[config.mk]
export PLATFORM = sky130hd
export DESIGN_NAME = chan_scan_mux
export DESIGN_NICKNAME = d
export VERILOG_FILES = /design/src/rtl/chan_scan_mux.sv
export SDC_FILE = /design/constraint.sdc
export NUM_CORES = 1
export LEC_CHECK = 0
export CORE_UTILIZATION = 40
export DETAILED_ROUTE_END_ITERATION = 7
export PLACE_DENSITY = 0.66
export SLEW_MARGIN = 20
export SYNTH_ARGS = -nofsm -noshare
export SYNTH_HDL_FRONTEND = slang
export SYNTH_SLANG_ARGS = --single-unit
[constraint.sdc]
create_clock -name clk -period 5.4 [get_ports clk]
set_clock_uncertainty 0.2 [all_clocks]
set_input_delay 0.81 -clock clk [delete_from_list [all_inputs] [get_ports clk]]
set_output_delay 0.81 -clock clk [all_outputs]
set_load 0.05 [all_outputs]
[src/rtl/chan_scan_mux.sv]
// chan_scan_mux: registered N-channel mux with manual select and auto-scan sequencer.
module chan_scan_mux #(
  parameter int N_CH = 4,
  parameter int W = 1,
  parameter int DWELL = 4,
  localparam int SW = $clog2(N_CH)
) (
  input  logic            clk,
  input  logic            rst,
  input  logic            mode,
  input  logic            en,
  input  logic [SW-1:0]   s,
  input  logic [N_CH*W-1:0] i,
  output logic [W-1:0]    y,
  output logic [SW-1:0]   ch,
  output logic            valid,
  output logic            wrap,
  output logic            err
);
  logic [SW-1:0] cnt_q, cnt_d, nxt, sel, ch_q;
  logic [7:0] dw_q, dw_d;
  logic [W-1:0] y_q;
  logic valid_q, wrap_q, err_q, in_rng, step, last;
  always_comb begin
    in_rng = 32'(s) < N_CH;
    last = cnt_q == SW'(N_CH - 1);
    step = mode && en && (dw_q == 8'(DWELL - 1));
    nxt = last ? '0 : cnt_q + 1'b1;
    cnt_d = mode ? (step ? nxt : cnt_q) : (in_rng ? s : cnt_q);
    dw_d = !mode ? '0 : !en ? dw_q : step ? '0 : dw_q + 8'd1;
    // in auto mode the output shows the channel the counter moves to at this edge
    sel = mode ? cnt_d : s;
  end
  always_ff @(posedge clk) begin
    if (rst) begin
      cnt_q <= '0;
      dw_q <= '0;
      y_q <= '0;
      ch_q <= '0;
      valid_q <= 1'b0;
      wrap_q <= 1'b0;
      err_q <= 1'b0;
    end else begin
      cnt_q <= cnt_d;
      dw_q <= dw_d;
      wrap_q <= step && last;
      err_q <= !mode && !in_rng;
      if (mode || in_rng) begin
        y_q <= i[sel*W +: W];
        ch_q <= sel;
        valid_q <= 1'b1;
      end
    end
  end
  assign y = y_q;
  assign ch = ch_q;
  assign valid = valid_q;
  assign wrap = wrap_q;
  assign err = err_q;
endmodule

==> results by group, run 1 <==
Clock network
  • Cts bufs inserted: 3
  • Clk sink count: 14
  • CTS Buffer Depth: 2
  • CTS clk-pin slew, worst paths: 80 ps
  • Skew-Pair Late Insertion Delay: 270 ps
  • CTS resizes: 0
  • # Post-CTS Setup Buffers: 0
  • CTS tree: yes
  • CTS Hold Bufs: 0
  • Htree depth: 1
  • Root Buffer: clkbuf_4

GRT
  • Initial antenna violation count: 0
  • Largest net degree at the start of global routing: 9
  • Vias in the first global route: 495
  • Global-route wire length before repair: 2070 µm
  • Gr usage total: 0.1477
  • Gr ovfl total: 0

Synthesis
  • Mapped Cells: 70
  • Share of the synthesized area in the top cell type: 0.4080
  • Yosys top cell by area: dfxtp_1
  • Synthesized area: 686.9 µm²
  • Yosys warns: 0
  • Avg Cell Area, Syn: 9.813 µm²
  • Top cells by area, synth: dfxtp_1 41%, nor2_1 5.5%, xor2_1 5.1%, xnor2_1 3.8%, ha_1 3.6%
  • Distinct cells, synth: 30
  • Synth Register Bits: 14
  • Syn_nets: 82
  • Sequential area share after synthesis: 0.4080

Floorplan
  • Die height: 43.44 µm
  • Rows: 14
  • I/O Pins: 16
  • Core ar.: 1559 µm²
  • Starting Density: 0.4406
  • Die area: 1887 µm²
  • Die span in x: 43.44 µm

Status
  • Failing checks: DRC
  • Status: complete, but fails checks

Finish
  • # diodes: 0
  • Fillers: 145
  • Fraction of layout cells with a size suffix above 1: 0.1294
  • Multi-input logic area: 384.1 µm²
  • Most frequent cells in the layout: 14 x dfxtp_1, 14 x clkdlybuf4s50_1, 10 x nor2_1
  • Reg area: 280.3 µm²
  • Layout Utilization: 0.5482
  • Net count, final: 99
  • Area Overhead vs Synth: 24.41%

Routing
  • Post-DRT Antenna Nets: 0
  • Routed len/inst: 12.21 µm
  • Final wirelength: 1233 µm
  • DR WL met2: 577 µm
  • Top routing layer in use: met3
  • DR WL met3: 57 µm
  • # DRC: 2
  • Total number of vias: 541
  • Routed vias/inst: 5.356
  • Pre-antenna DRT Iters: 6
  • Wire length on met1: 599 µm
  • DRT iter0 DRCs: 11

STA
  • Endpoints failing setup: 0
  • Setup total negative slack: 0 ps
  • Worst rel slew slack: 0.6675
  • RSZ-0062 raised after global routing: false
  • Actual slew at the worst max-slew pin: 497.1 ps
  • Final Critical Period: 2840 ps
  • Final Max Tran Viols: 0
  • Final Hold Viols: 0
  • Fin crit share: 0.5258
  • Max Clk Rate: 352.2 MHz

Critical path
  • CP Data Arrival Time: 2810 ps
  • CP max FO: 8
  • CP Capture Type: flip-flop
  • Crit Path Category: primary input to flip-flop
  • Worst R2R Setup Slack: 3300 ps
  • CP Launch Type: primary input
  • WP data required: 5370 ps

Placed design
  • Final Wtd Congestion: 0.7373
  • Dpl hpwl: 953.7 µm
  • Port bufs: 14

Run
  • Maxcap violations: 0

Worst hold path
  • Min-delay worst type: flip-flop to flip-flop

Power and ir drop
  • PwrDens: 231.5 nW/µm²
  • Lkg Pwr: 0.3297 nW
  • VDD IR max: 0.0001133 V
-- sequential cells by signal (all words and copies together) (netlist names) --
name and cells:
ch 1, cnt_q 2, dw_q 8, valid 1
wrap 1, y 1
-- area by class of cell --
class | instances | share of cell area
tap | 16 | 0.02343
timing repair buffer | 14 | 0.1640
inverter | 2 | 0.008785
sequential | 14 | 0.3280
multi-input combinational | 52 | 0.4495
clock buffer | 3 | 0.02635
-- cell families after synthesis --
group | after synthesis | share of synthesized area
and+or+nand+nor | 35 | 0.3297
buffers and inverters | 4 | 0.03278
DFF | 14 | 0.4080
adders and majority gates | 2 | 0.03642
xor gates and xnor gates | 7 | 0.08925
AOI/OAI and AO/OA | 5 | 0.06194
muxes | 2 | 0.03642
other | 1 | 0.005459
-- worst max-delay path: stages --
cell and delay [ps]:
clkdlybuf4s50_1 600, or4b_4 510, nor4_4 290, nor3_2 100
mux2_4 310, a21bo_1 180
-- final timing paths --
kind                                      startpoint                   end  depth (start not counted)
worst max-delay path                            mode          y$_SDFF_PP0_                          6
worst max register to register  dw_q[5]$_SDFFE_PP0P_          y$_SDFF_PP0_                          5
worst min-delay path            dw_q[0]$_SDFFE_PP0P_  dw_q[0]$_SDFFE_PP0P_                          2
worst min register to register  dw_q[0]$_SDFFE_PP0P_  dw_q[0]$_SDFFE_PP0P_                          2
-- power breakdown --
part	switching (mW)	internal, mW
clock	0.0298	0.0258
combinational	0.0186	0.0158
sequential	0.00160	0.106
total	0.0500	0.148
-- Yosys cell counts, drive strengths merged --
cell,number
and4,2
conb,1
xnor2,3
nor4,1
dfxtp,14
ha,2
xor2,4
or3,1
inv,2
nor4b,2
nor2,10
o221ai,1
a211oi,1
and2,1
mux2i,1
and3,1
nand4,2
and2b,1
a21bo,1
buf,2
o31a,1
or4b,1
nand3,3
nand2,4
a31oi,1
mux2,1
nor3b,1
nor3,5
-- per-layer routing --
| metal | vias up | GRT usage |
|---|---|---|
| met5 | - | 0 |
| met4 | 0 | 0.07500 |
| met3 | 0 | 0.02917 |
| met2 | 10 | 0.2424 |
| met1 | 253 | 0.1839 |
| li1 | 278 | - |
-- stage by stage --
| stage | hold slack, ps | cells | cell area, µm² | setup WS (ps) | total power, mW |
|---|---|---|---|---|---|
| floorplan | 317.2 | 70 | 686.9 | 3010 | 0.1316 |
| global placement | 348.9 | 98 | 832.0 | 2356 | 0.1446 |
| detailed placement | 352.4 | 98 | 832.0 | 2268 | 0.1447 |
| CTS | 375.5 | 101 | 854.6 | 2560 | 0.2004 |
| global route | 418.6 | 101 | 854.6 | 2508 | 0.2088 |
| finish | 372.5 | 101 | 854.6 | 2560 | 0.1978 |
No activity file was read; power rests on OpenSTA's default activity.
==> run 2: changes to the inputs <==
Settings changed: PLACE_DENSITY 0.66 to 0.69.
Clock period 5.4 ns to 2.5 ns, I/O delays scaled along.
==> results by group, run 2 (synthesis results as in run 1) <==
Status
  • Status: complete, but fails checks
  • Failing checks: DRC

Routing
  • Pre-antenna DRT Iters: 6 (unchanged)
  • Routed len/inst: 11.65 µm (-4.5%)
  • DRT iter0 DRCs: 8 (-3)
  • # DRC: 4 (+2)
  • Final wirelength: 1282 µm (+4.0%)
  • Total number of vias: 567 (+4.8%)
  • Post-DRT Antenna Nets: 0 (unchanged)
  • Routed vias/inst: 5.155 (-3.8%)

Clock network
  • CTS Buffer Depth: 2 (unchanged)
  • Root Buffer: clkbuf_4
  • CTS clk-pin slew, worst paths: 80 ps (about the same)
  • Cts bufs inserted: 3 (unchanged)
  • CTS Hold Bufs: 0 (unchanged)
  • CTS tree: yes
  • Clk sink count: 14 (unchanged)
  • # Post-CTS Setup Buffers: 0 (unchanged)
  • Skew-Pair Late Insertion Delay: 270 ps (about the same)
  • CTS resizes: 0 (unchanged)
  • Htree depth: 1 (unchanged)

GRT
  • Gr ovfl total: 0 (unchanged)
  • Initial antenna violation count: 0 (unchanged)
  • Global-route wire length before repair: 2208 µm (+6.7%)
  • Vias in the first global route: 537 (+8.5%)
  • Largest net degree at the start of global routing: 8 (-1)
  • Gr usage total: 0.1587 (+0.01102)

STA
  • Fin crit share: 0.8965
  • RSZ-0062 raised after global routing: false
  • Worst rel slew slack: 0.6675 (about the same)
  • Hold WS: 369.6 ps (-2.856 ps)
  • Max Clk Rate: 446.2 MHz
  • Final Max Tran Viols: 0 (unchanged)
  • Endpoints failing setup: 0 (unchanged)
  • Actual slew at the worst max-slew pin: 497.2 ps (+0.08959 ps)
  • PnR worst setup slack: 258.6 ps (-2302 ps)
  • Final Critical Period: 2241 ps
  • Final Hold Viols: 0 (unchanged)
  • Setup total negative slack: 0 ps (unchanged)

Floorplan
  • Starting Density: 0.4406 (unchanged)
  • Die span in x: 43.44 µm (unchanged)
  • Core ar.: 1559 µm² (unchanged)
  • I/O Pins: 16 (unchanged)
  • Die area: 1887 µm² (unchanged)
  • Rows: 14 (unchanged)
  • Die height: 43.44 µm (unchanged)

Finish
  • Reg area: 280.3 µm² (unchanged)
  • Fraction of layout cells with a size suffix above 1: 0.2128 (+0.08335)
  • Most frequent cells in the layout: 14 x dfxtp_1, 14 x clkdlybuf4s50_1, 10 x nor2_1
  • Biggest regs: dw_q (8), cnt_q (2)
  • Most flops, register: dw_q
  • # diodes: 0 (unchanged)
  • Fillers: 145 (unchanged)
  • Net count, final: 108 (+9.1%)
  • Max reg flops: 8 (unchanged)
  • Area Overhead vs Synth: 34.24%
  • Final Cell Area: 922.1 µm² (+7.9%)
  • Multi-input logic area: 384.1 µm² (unchanged)

Placed design
  • Pre-CTS setup slack: -29.81 ps (-2298 ps)
  • Port bufs: 14 (unchanged)
  • Dpl hpwl: 1026 µm (+7.5%)
  • Final Wtd Congestion: 0.7513 (+1.9%)
  • Placed Area: 899.6 µm² (+8.1%)

Critical path
  • Worst-path cell chain: clkdlybuf4s50_1, or4b_4, nor4_4, buf_4, nor4b_1, o221ai_1, a21bo_1
  • Slowest CP cell: clkdlybuf4s50_1
  • CP Data Arrival Time: 2220 ps (-590 ps)
  • Crit Path Category: primary input to flip-flop
  • CP Launch Type: primary input
  • CP Capture Type: flip-flop
  • WP data required: 2480 ps (-2890 ps)
  • CP max stage delay: 520 ps (-80 ps)
  • CP max FO: 4 (-4)

Run
  • Maxcap violations: 0 (unchanged)

Worst hold path
  • Min-delay worst type: flip-flop to flip-flop

Power and ir drop
  • Total power: 0.4396 mW (+120%)
  • VDD IR max: 0.0003043 V (+170%)
  • Lkg Pwr: 0.3735 nW (+13%)
  • PwrDens: 476.7 nW/µm² (+110%)
## run 2: stage by stage
| stage | std cells | util |
|---|---|---|
| after CTS | 110 | 0.5915 |
| after global placement | 107 | 0.5770 |
| after floorplan | 70 | - |
| after detailed placement | 107 | 0.5770 |
| final | 110 | 0.5915 |
| after global routing | 110 | 0.5915 |
## run 2: report_power, final
group / total [mW] / internal, mW / switching, mW
sequential: 0.233 / 0.230 / 0.00369
combinational: 0.0823 / 0.0407 / 0.0416
clock: 0.124 / 0.0558 / 0.0682
## run 2: worst max-delay path: cells and delay by family
kind,cells,cell delay [ps]
simple gates,3,790
buf+inv,2,680
compound gates,2,370
## run 2: final cells by class
class,instances,area share
sequential,14,0.3039
tap,16,0.02171
inverter,2,0.008141
clock buffer,3,0.02442
multi-input combinational,52,0.4166
timing repair buffer,23,0.2252
## run 2: worst paths after layout
path / startpoint / end / slack (ps) / cells past startpoint
hold / removal: dw_q[7]$_SDFFE_PP0P_ / dw_q[7]$_SDFFE_PP0P_ / 370 / 2
setup / recovery: mode / y$_SDFF_PP0_ / 260 / 7
hold reg to reg: dw_q[7]$_SDFFE_PP0P_ / dw_q[7]$_SDFFE_PP0P_ / 370 / 2
setup reg to reg: dw_q[5]$_SDFFE_PP0P_ / y$_SDFF_PP0_ / 460 / 6
## run 2: metal layers
| metal | GRT usage | up-vias | wire length, µm |
|---|---|---|---|
| li1 | - | 295 | - |
| met1 | 0.1830 | 250 | 595 |
| met2 | 0.2727 | 20 | 581 |
| met3 | 0.04167 | 2 | 89 |
| met4 | 0.07500 | 0 | 16 |
| met5 | 0 | - | 0 |
